File: src/rtl/matrix_pkg.sv
// Shared definitions for the LED matrix row scanner: column count, default
// row count, scan state encoding and the row-drive idle level helper.
package matrix_pkg;

    localparam int COLS         = 5;
    localparam int ROWS_DEFAULT = 7;

    typedef enum logic [1:0] {
        ST_IDLE  = 2'd0,
        ST_LOAD  = 2'd1,
        ST_SHOW  = 2'd2,
        ST_BLANK = 2'd3
    } scan_state_e;

    // Level that keeps a row dark for the given drive polarity.
    function automatic logic row_inactive_level(input logic active_low);
        if (active_low) begin
            return 1'b1;
        end else begin
            return 1'b0;
        end
    endfunction

endpackage

File: src/rtl/matrix_row_scanner_tick.sv
// Phase tick counter shared by the SHOW and BLANK phases. Counts up from zero
// toward a run-time terminal value and holds there; never wraps.
module scan_tick_counter #(
    parameter int WIDTH = 4
) (
    input  logic             clk,
    input  logic             reset,
    input  logic             clear,
    input  logic             enable,
    input  logic [WIDTH-1:0] terminal,
    output logic             at_terminal
);

    logic [WIDTH-1:0] count_r;

    // Count register: clear wins, otherwise step toward the terminal value.
    always_ff @(posedge clk) begin
        if (reset) begin
            count_r <= {WIDTH{1'b0}};
        end else if (clear) begin
            count_r <= {WIDTH{1'b0}};
        end else if (enable && !at_terminal) begin
            count_r <= count_r + WIDTH'(1);
        end else begin
            count_r <= count_r;
        end
    end

    assign at_terminal = (count_r == terminal);

endmodule

File: src/rtl/matrix_row_scanner.sv
// Row multiplexer for a 5x7 LED matrix. Latches the column pattern once per
// frame, lights one row at a time and inserts dark gaps between rows.
module matrix_row_scanner
    import matrix_pkg::*;
#(
    parameter int ROWS           = ROWS_DEFAULT,
    parameter int TICKS_PER_ROW  = 50000,
    parameter int BLANK_TICKS    = 500,
    parameter int ROW_ACTIVE_LOW = 1
) (
    input  logic            clk,
    input  logic            reset,
    input  logic            run,
    input  logic [COLS-1:0] col_in,
    output logic            col_enable,
    output logic [COLS-1:0] col_out,
    output logic [ROWS-1:0] row_out,
    output logic            frame_done
);

    localparam int TICK_MAX = (TICKS_PER_ROW > BLANK_TICKS) ? TICKS_PER_ROW : BLANK_TICKS;
    localparam int TICK_W   = $clog2(TICK_MAX + 1);
    localparam int ROW_W    = $clog2(ROWS);

    localparam logic [TICK_W-1:0] SHOW_TERM  = TICK_W'(TICKS_PER_ROW - 1);
    localparam logic [TICK_W-1:0] BLANK_TERM = TICK_W'((BLANK_TICKS > 0) ? (BLANK_TICKS - 1) : 0);
    localparam logic              HAS_BLANK  = (BLANK_TICKS > 0);
    localparam logic [ROW_W-1:0]  ROW_LAST   = ROW_W'(ROWS - 1);
    localparam logic              ROW_IDLE   = row_inactive_level(ROW_ACTIVE_LOW != 0);
    localparam logic [ROWS-1:0]   ROW_ONE    = {{(ROWS-1){1'b0}}, 1'b1};
    localparam logic [ROWS-1:0]   ROWS_DARK  = {ROWS{ROW_IDLE}};

    scan_state_e       state_r, state_s;
    logic [ROW_W-1:0]  row_idx_r, row_idx_s;
    logic [COLS-1:0]   col_latch_r, col_latch_s;
    logic              tick_clear_s, tick_en_s, tick_at_term_s;
    logic [TICK_W-1:0] tick_term_s;
    logic              row_end_s;
    logic [ROWS-1:0]   row_out_s;
    logic [COLS-1:0]   col_out_s;
    logic              col_enable_s, frame_done_s;

    scan_tick_counter #(.WIDTH(TICK_W)) u_tick (
        .clk         (clk),
        .reset       (reset),
        .clear       (tick_clear_s),
        .enable      (tick_en_s),
        .terminal    (tick_term_s),
        .at_terminal (tick_at_term_s)
    );

    // Next-state, tick control, row advance and end-of-frame decision.
    always_comb begin
        state_s      = state_r;
        row_idx_s    = row_idx_r;
        col_latch_s  = col_latch_r;
        tick_clear_s = 1'b0;
        tick_en_s    = 1'b0;
        row_end_s    = 1'b0;
        frame_done_s = 1'b0;
        tick_term_s  = (state_r == ST_BLANK) ? BLANK_TERM : SHOW_TERM;
        case (state_r)
            ST_IDLE: begin
                tick_clear_s = 1'b1;
                state_s      = run ? ST_LOAD : ST_IDLE;
            end
            ST_LOAD: begin
                col_latch_s  = col_in;
                row_idx_s    = {ROW_W{1'b0}};
                tick_clear_s = 1'b1;
                state_s      = ST_SHOW;
            end
            ST_SHOW: begin
                if (tick_at_term_s) begin
                    tick_clear_s = 1'b1;
                    row_end_s    = !HAS_BLANK;
                    state_s      = ST_BLANK;
                end else begin
                    tick_en_s = 1'b1;
                end
            end
            ST_BLANK: begin
                if (tick_at_term_s) begin
                    tick_clear_s = 1'b1;
                    row_end_s    = 1'b1;
                end else begin
                    tick_en_s = 1'b1;
                end
            end
            default: begin
                state_s = ST_IDLE;
            end
        endcase
        // A finished row either moves to the next row or closes the frame.
        if (row_end_s && (row_idx_r == ROW_LAST)) begin
            frame_done_s = 1'b1;
            state_s      = run ? ST_LOAD : ST_IDLE;
        end else if (row_end_s) begin
            row_idx_s = row_idx_r + ROW_W'(1);
            state_s   = ST_SHOW;
        end else begin
            frame_done_s = 1'b0;
        end
    end

    // Output values for the upcoming state so outputs align with the state register.
    always_comb begin
        row_out_s    = ROWS_DARK;
        col_out_s    = {COLS{1'b0}};
        col_enable_s = (state_s != ST_IDLE);
        if (state_s == ST_SHOW) begin
            row_out_s = (ROW_ONE << row_idx_s) ^ ROWS_DARK;
            col_out_s = col_latch_s;
        end else begin
            row_out_s = ROWS_DARK;
            col_out_s = {COLS{1'b0}};
        end
    end

    // State, scan position, column latch and registered outputs.
    always_ff @(posedge clk) begin
        if (reset) begin
            state_r     <= ST_IDLE;
            row_idx_r   <= {ROW_W{1'b0}};
            col_latch_r <= {COLS{1'b0}};
            col_enable  <= 1'b0;
            col_out     <= {COLS{1'b0}};
            row_out     <= ROWS_DARK;
            frame_done  <= 1'b0;
        end else begin
            state_r     <= state_s;
            row_idx_r   <= row_idx_s;
            col_latch_r <= col_latch_s;
            col_enable  <= col_enable_s;
            col_out     <= col_out_s;
            row_out     <= row_out_s;
            frame_done  <= frame_done_s;
        end
    end

endmodule
File: config.mk
export PLATFORM = sky130hd
export DESIGN_NAME = matrix_row_scanner
export DESIGN_NICKNAME = d
export VERILOG_FILES = /design/src/rtl/matrix_pkg.sv /design/src/rtl/matrix_row_scanner_tick.sv /design/src/rtl/matrix_row_scanner.sv
export SDC_FILE = /design/constraint.sdc
export NUM_CORES = 1
export LEC_CHECK = 0
export BUFFER_PORTS_ARGS = -buffer_cell sky130_fd_sc_hd__buf_4
export CORE_MARGIN = 3
export CORE_UTILIZATION = 30
export DETAILED_ROUTE_END_ITERATION = 12
export PLACE_DENSITY = 0.45
export SETUP_SLACK_MARGIN = 0.4
export SLEW_MARGIN = 20
export SYNTH_ARGS = -nofsm -noshare
export SYNTH_HDL_FRONTEND = slang
export SYNTH_HIERARCHICAL = 1
export SYNTH_SLANG_ARGS = --single-unit
File: constraint.sdc
create_clock -name clk -period 3.1 [get_ports clk]
set_input_delay 0 -clock clk [delete_from_list [all_inputs] [get_ports clk]]
set_output_delay 0 -clock clk [all_outputs]
set_load 0.03 [all_outputs]
==> impl_metrics.yaml, run 1 <==
setup_path:
  worstSetupEndpointType: "flip-flop"
  r2r_start: "state_r[0]"
  crit_top_cell: "buf_4"
  worstSetupPathType: "flip-flop to flip-flop"
  crit_fanout: 11
  path_cells: "nand2_4, buf_4, xnor2_1, nand4_1, nor4_4, buf_4, and2b_4, o41ai_4, buf_4, buf_4, or4b_1, a21oi_2"
  path_buf_inv: 4
  cp_data_required_time_ps: 3320
  startpoint_type: "flip-flop"
  cp_top_family: "simple AND/OR/NAND/NOR gates"
  crit_arrival_ps: 2750
  cpPeakStageDelay_ps: 520
  startpoint: "state_r[0]"
  cpMaxStageDelayCell: "or4b_1"
status:
  outcome: "complete, no violations"
routing:
  routed_wirelength_mm: 4.21
  via_per_inst: 4.67
  first_iter_violations: 95
  drcViolationCount: 0
  wl_met1_mm: 2.17
  wl_per_cell_um: 12.2
  wl_met2_mm: 1.86
  drt-pass1-iter-count: 4
  met3_wirelength_um: 151
  postRouteAntennaNets: 0
  vias: 1611
  top_layer: "met4"
floorplanning:
  die_w_um: 86.9
  fp-row-count: 28
  core_mm2: 0.00613
  die_area_mm2: 0.00755
  die_h_um: 86.9
  ios: 22
  initial_core_util_pct: 32.0
cells_and_area:
  antenna_cells: 0
  final_area_mm2: 0.00260
  drive_gt1_share_pct: 34.1
  syn_to_final_growth_pct: 32.6
  layout.nets: 280
cts:
  cts_tree: "done"
  cts.sinks: 40
  clock_latency_ps: 290
  path_clk_slew_ps: 80
  max-clock-path-buffers: 2
  htree_num_levels: 2
  cts-root-buf: "clkbuf_8"
  numCtsBuffers: 5
timing:
  fmax_mhz: 395
  fin_crit_sh_pct: 81.6
  setup_viol: 0
  worst_clock_skew_ps: 5.48
  hold_viol: 0
  maxSlewViolCount: 0
  post-route-min-period_ps: 2530
  final.setup.tns_ps: 0
  rsz0062_at_grt: "no"
logic_synthesis:
  async_flop_share_pct: 0
  synth_cell_types: 51
  yosys-top-cells-area: "dfxtp_1 41%, xnor2_1 7.1%, nor2_1 3.6%"
  synth_area_per_cell_um2: 9.35
  synthFlopType: "dfxtp_1"
  syn_area_mm2: 0.00196
  yosysMostFrequentCell: "dfxtp_1"
  synth_edf_count: 0
  synth_commonest_cells: "40 x dfxtp_1, 19 x nor2_1, 16 x xnor2_1"
  synth_top_cell_by_area: "dfxtp_1"
  post-synth-top-area-fraction_pct: 40.8
  synth-seq-area-share_pct: 40.8
  synth_cells: 210
  ys_ff_latch: 40
  ys_warn_count: 6
global_routing:
  first_global_vias: 1482
  grt_pass1_wl_mm: 7.19
  overflow: 0
  grt_use_total_pct: 11.9
  grt_max_degree: 18
  antenna_found_initial: 0
hold_path:
  hold_start: "u_tick/count_r[13]"
  hold_class: "flip-flop to flip-flop"
place:
  port-buffer-count: 21
  dp.final_hpwl_mm: 2.88
  place_congestion: 0.745
  placed_cell_area_mm2: 0.00224
pwr:
  cellPowerDensity_mw_per_mm2: 409
  leakage_uw: 0.000954
  worst_ir_drop_vdd_v: 0.000269
job:
  maxCapViolations: 0
-- kinds of logic after synthesis --
group | count (synthesis) | share of synthesized area (%)
AO/OA/AOI/OAI | 42 | 17.5
buffers and inverters | 17 | 4.65
XOR/XNOR | 17 | 7.58
other | 2 | 0.383
adder cells (fa/ha/maj) | 3 | 1.91
AND/OR/NAND/NOR | 84 | 24.7
flip-flops | 40 | 40.8
multiplexers | 5 | 2.55
-- metal layers --
metal	track usage (%)	vias to the layer above
li1	-	850
met1	17.1	734
met2	17.5	25
met3	2.55	2
met4	3.82	0
met5	0	-
-- cell usage in the layout (no fill, tap or decap), types with 4 or more instances in the layout --
cell and count:
inv_1 8, xnor2_1 15, nand3_1 9, a21oi_1 8, nand4_1 8, buf_4 41, mux2i_1 5, o21ai_0 7
or3_2 9, nand3b_1 4, nor2_1 19, clkbuf_8 5, nand2_1 9, nor3_1 4, conb_1 8, a21oi_2 8
dlygate4sd3_1 12, o21ai_2 6, dfxtp_1 38
-- repair_timing --
action | CTS | global route
resized for setup | 0 | 5
cloned | 0 | 1
buffers inserted | 3 | 12
endpoints found under the hold margin | 15 | 0
endpoints found under the setup margin | 15 | 19
pin swaps | 2 | 5
hold buffers | 12 | 0
-- worst reg2reg max path, stage by stage (launching register included) --
cell	delay (ps)
dfxtp_2	360
nand2_4	110
buf_4	160
xnor2_1	110
nand4_1	160
nor4_4	70
buf_4	150
and2b_4	280
o41ai_4	80
buf_4	160
buf_4	180
or4b_1	520
a21oi_2	140
-- layout make-up --
class / count / area, um2
fill: 600 / 3530
multi-input combinational: 159 / 1120
sequential: 40 / 803
timing repair buffer: 54 / 439
tap: 75 / 93.8
clock buffer: 6 / 72.6
clock inverter: 2 / 35.0
inverter: 9 / 33.8
-- report_power, final --
part,internal [uW],switching (uW),leakage [uW],total (uW)
logic,56.6,60.8,0.000575,117
registers,523,4.08,0.000325,527
clock network,239,181,0.0000552,420
total,819,245,0.000954,1060
-- path summary, 6_finish.rpt --
| path | endpoint | slack (ps) | cells after the start |
|---|---|---|---|
| worst min-delay path | u_tick/count_r[13] | 490 | 2 |
| worst max-delay path | u_tick/count_r[11] | 570 | 12 |
| worst max register to register | u_tick/count_r[11] | 570 | 12 |
| worst min register to register | u_tick/count_r[13] | 490 | 2 |
-- state kept, by name (all words and copies together), names as in the netlist --
| register | flops |
|---|---|
| frame_done | 1 |
| col_latch_r | 5 |
| col_enable | 1 |
| u_tick/count_r | 16 |
| col_out | 5 |
| row_out | 7 |
| row_idx_r | 3 |
| state_r | 2 |
-- per-stage QoR --
| step | hold slack, ps | power [uW] | utilization (%) | setup slack [ps] | instances |
|---|---|---|---|---|---|
| after floorplan | 79.1 | 610 | - | 430 | 216 |
| final | 494 | 1060 | 42.4 | 570 | 345 |
| after global placement | 269 | 634 | 36.5 | 403 | 309 |
| after global routing | 529 | 1120 | 42.4 | 392 | 345 |
| after CTS | 499 | 1080 | 40.6 | 426 | 332 |
| after detailed placement | 268 | 634 | 36.5 | 277 | 309 |
Note: power is estimated with default switching activity, not from simulation.
==> inputs of run 2 (changes only) <==
Settings changed: ABC_AREA set to 1.
Clock period 3.1 ns to 2.3 ns, I/O delays scaled along.
==> impl_metrics.yaml, run 2 <==
hold_path:
  hold_class: "input pin to flip-flop"
cts:
  cts-root-buf: "clkbuf_8"
  cts_tree: "done"
  numCtsBuffers: 5
  htree_num_levels: 2
  clock_latency_ps: 290
  path_clk_slew_ps: 80
  cts.sinks: 40
  max-clock-path-buffers: 2
cells_and_area:
  layout.nets: 413
  top_regs: "u_tick/count_r x16, row_out x7"
  drive_gt1_share_pct: 25.6
  multi_input_area_mm2: 0.00134
  syn_to_final_growth_pct: 38.8
  top_register: "u_tick/count_r"
  final_cell_mix: "91 x nand2_1, 58 x nor2_1, 38 x inv_1, 38 x dfxtp_1, 35 x buf_4"
  nFillCells: 752
  antenna_cells: 0
  layout_commonest_cell: "nand2_1"
  largest_reg_flops: 16
  regArea_um2: 808
  final_cells: 499
logic_synthesis:
  ys_ff_latch: 40
  ys_warn_count: 6
  yosysMostFrequentCell: "nand2_1"
  synth_edf_count: 0
  async_flop_share_pct: 0
  yosys-top-cells-area: "dfxtp_1 37%, nand2_1 17%, nor2_1 12%"
  synth_cells: 341
  synth_top_cell_by_area: "dfxtp_1"
  synth_area_per_cell_um2: 6.28
  synth_commonest_cells: "98 x nand2_1, 67 x nor2_1, 45 x inv_1"
  synth_cell_types: 25
  synthFlopType: "dfxtp_1"
  syn_area_mm2: 0.00214
  post-synth-top-area-fraction_pct: 37.4
  synth-seq-area-share_pct: 37.4
timing:
  post-route-min-period_ps: 2060
  rsz0062_at_grt: "yes"
  hold_viol: 0
  fin_crit_sh_pct: 89.4
  fmax_mhz: 486
  worst_clock_skew_ps: 6.07
  maxSlewViolCount: 0
  final.setup.tns_ps: 0
  setup_viol: 0
job:
  maxCapViolations: 0
setup_path:
  cp_data_required_time_ps: 2490
  startpoint: "state_r[0]"
  path_cells: "nand2_8, inv_8, nand2_1, nand2_1, nor2_1, nand2_1, nor2_2, nand2_2, inv_4, inv_4, nand2_4, clkinv_4, inv_6, nor3_4, nand4_1, nor2_1, nand3_1, nand2_1, nor2_1"
  crit_top_cell: "nand2_1"
  crit_arrival_ps: 2250
  r2r_start: "state_r[0]"
  path_depth: 19
  cpMaxStageDelayCell: "dfxtp_4"
  endpoint: "u_tick/count_r[11]"
  cp_top_family: "simple AND/OR/NAND/NOR gates"
  path_buf_inv: 5
  reg2reg_depth: 19
  reg2reg_setup_slack_ps: 240
  worstSetupEndpointType: "flip-flop"
  startpoint_type: "flip-flop"
  cpPeakStageDelay_ps: 400
  crit_fanout: 6
  worstSetupPathType: "flip-flop to flip-flop"
  regToRegEndpoint: "u_tick/count_r[11]"
floorplanning:
  die_area_mm2: 0.00819
  die_h_um: 90.5
  initial_core_util_pct: 31.2
  core_mm2: 0.00687
  fp-row-count: 30
  ios: 22
  die_w_um: 90.5
pwr:
  leakage_uw: 0.00134
  cellPowerDensity_mw_per_mm2: 466
  worst_ir_drop_vdd_v: 0.000355
global_routing:
  grt_max_degree: 33
  first_global_vias: 1916
  antenna_found_initial: 0
  overflow: 0
  grt_use_total_pct: 12.6
  grt_pass1_wl_mm: 8.59
routing:
  via_per_inst: 4.18
  wl_per_cell_um: 9.74
  vias: 2084
  routed_wirelength_mm: 4.86
  postRouteAntennaNets: 0
  first_iter_violations: 69
  drt-pass1-iter-count: 4
  drcViolationCount: 0
place:
  place_congestion: 0.720
  place_inst: 470
  port-buffer-count: 21
  dp.final_hpwl_mm: 3.39
status:
  outcome: "complete, no violations"
==> run 2: how the worst min path moves through the flow <==
stage | startpoint | end | slack, ps | cells past startpoint
floorplan | col_in[0] | col_latch_r[0] | 160 | 2
detailed placement | col_in[2] | col_out[2] | 260 | 3
global route | run | state_r[0] | 60 | 5
global placement | col_in[2] | col_latch_r[2] | 260 | 3
CTS | run | state_r[0] | 10 | 5
finish | run | state_r[0] | 20 | 5
==> run 2: worst min-delay path, delay by kind of cell <==
kind | cells | cell delay, ps
buf+inv | 2 | 130
simple gates | 3 | 150
==> run 2: layout make-up <==
class / instances / area share (%)
clock buffer: 6 / 2.78
clock inverter: 2 / 0.505
inverter: 55 / 7.95
multi-input combinational: 254 / 44.9
sequential: 40 / 27.2
tap: 96 / 4.04
timing repair buffer: 46 / 12.6
==> run 2: per-layer routing <==
layer	vias to the layer above	GRT usage [%]	wire length [um]
li1	1132	-	-
met5	-	0	0
met4	0	4.59	42
met1	920	15.9	2290
met2	28	20.4	2360
met3	4	3.42	174
==> run 2: timing repair <==
action                                  4_1_cts  5_1_grt
hold endpoints to repair                     14        0
hold buffers                                 10        0
buffers inserted                              4        6
gates resized for setup                      11       39
gates cloned                                  1        0
pin swaps                                     9       24
endpoints found under the setup margin       25       33
==> run 2: cell families (layout without fill, tap and decap cells) <==
family | count (synthesis) | in the layout | synth area share (%)
other | 2 | 16 | 0.351
adder cells (fa/ha/maj) | 3 | 3 | 1.75
buffers and inverters | 62 | 109 | 11.9
flip-flops | 40 | 40 | 37.4
AND/OR/NAND/NOR | 211 | 212 | 42.1
multiplexers | 5 | 5 | 2.34
AO/OA/AOI/OAI | 18 | 18 | 4.21
==> run 2: through the flow <==
step | utilization, % | total power, uW | area [um2] | hold slack (ps) | worst slack, ps
global route | 43.3 | 1450 | 2970 | 58.9 | 8.50
global placement | 36.6 | 863 | 2510 | 257 | 140
finish | 43.3 | 1390 | 2970 | 18.8 | 244
CTS | 40.5 | 1400 | 2780 | 10.3 | 263
detailed placement | 36.6 | 863 | 2510 | 264 | 111
floorplan | - | 825 | 2260 | 163 | 133
==> run 2: power by group <==
group | internal, uW | switching [uW]
Sequential | 705 | 10.1
Combinational | 71.9 | 94.3
Clock | 243 | 262
Total | 1020 | 366
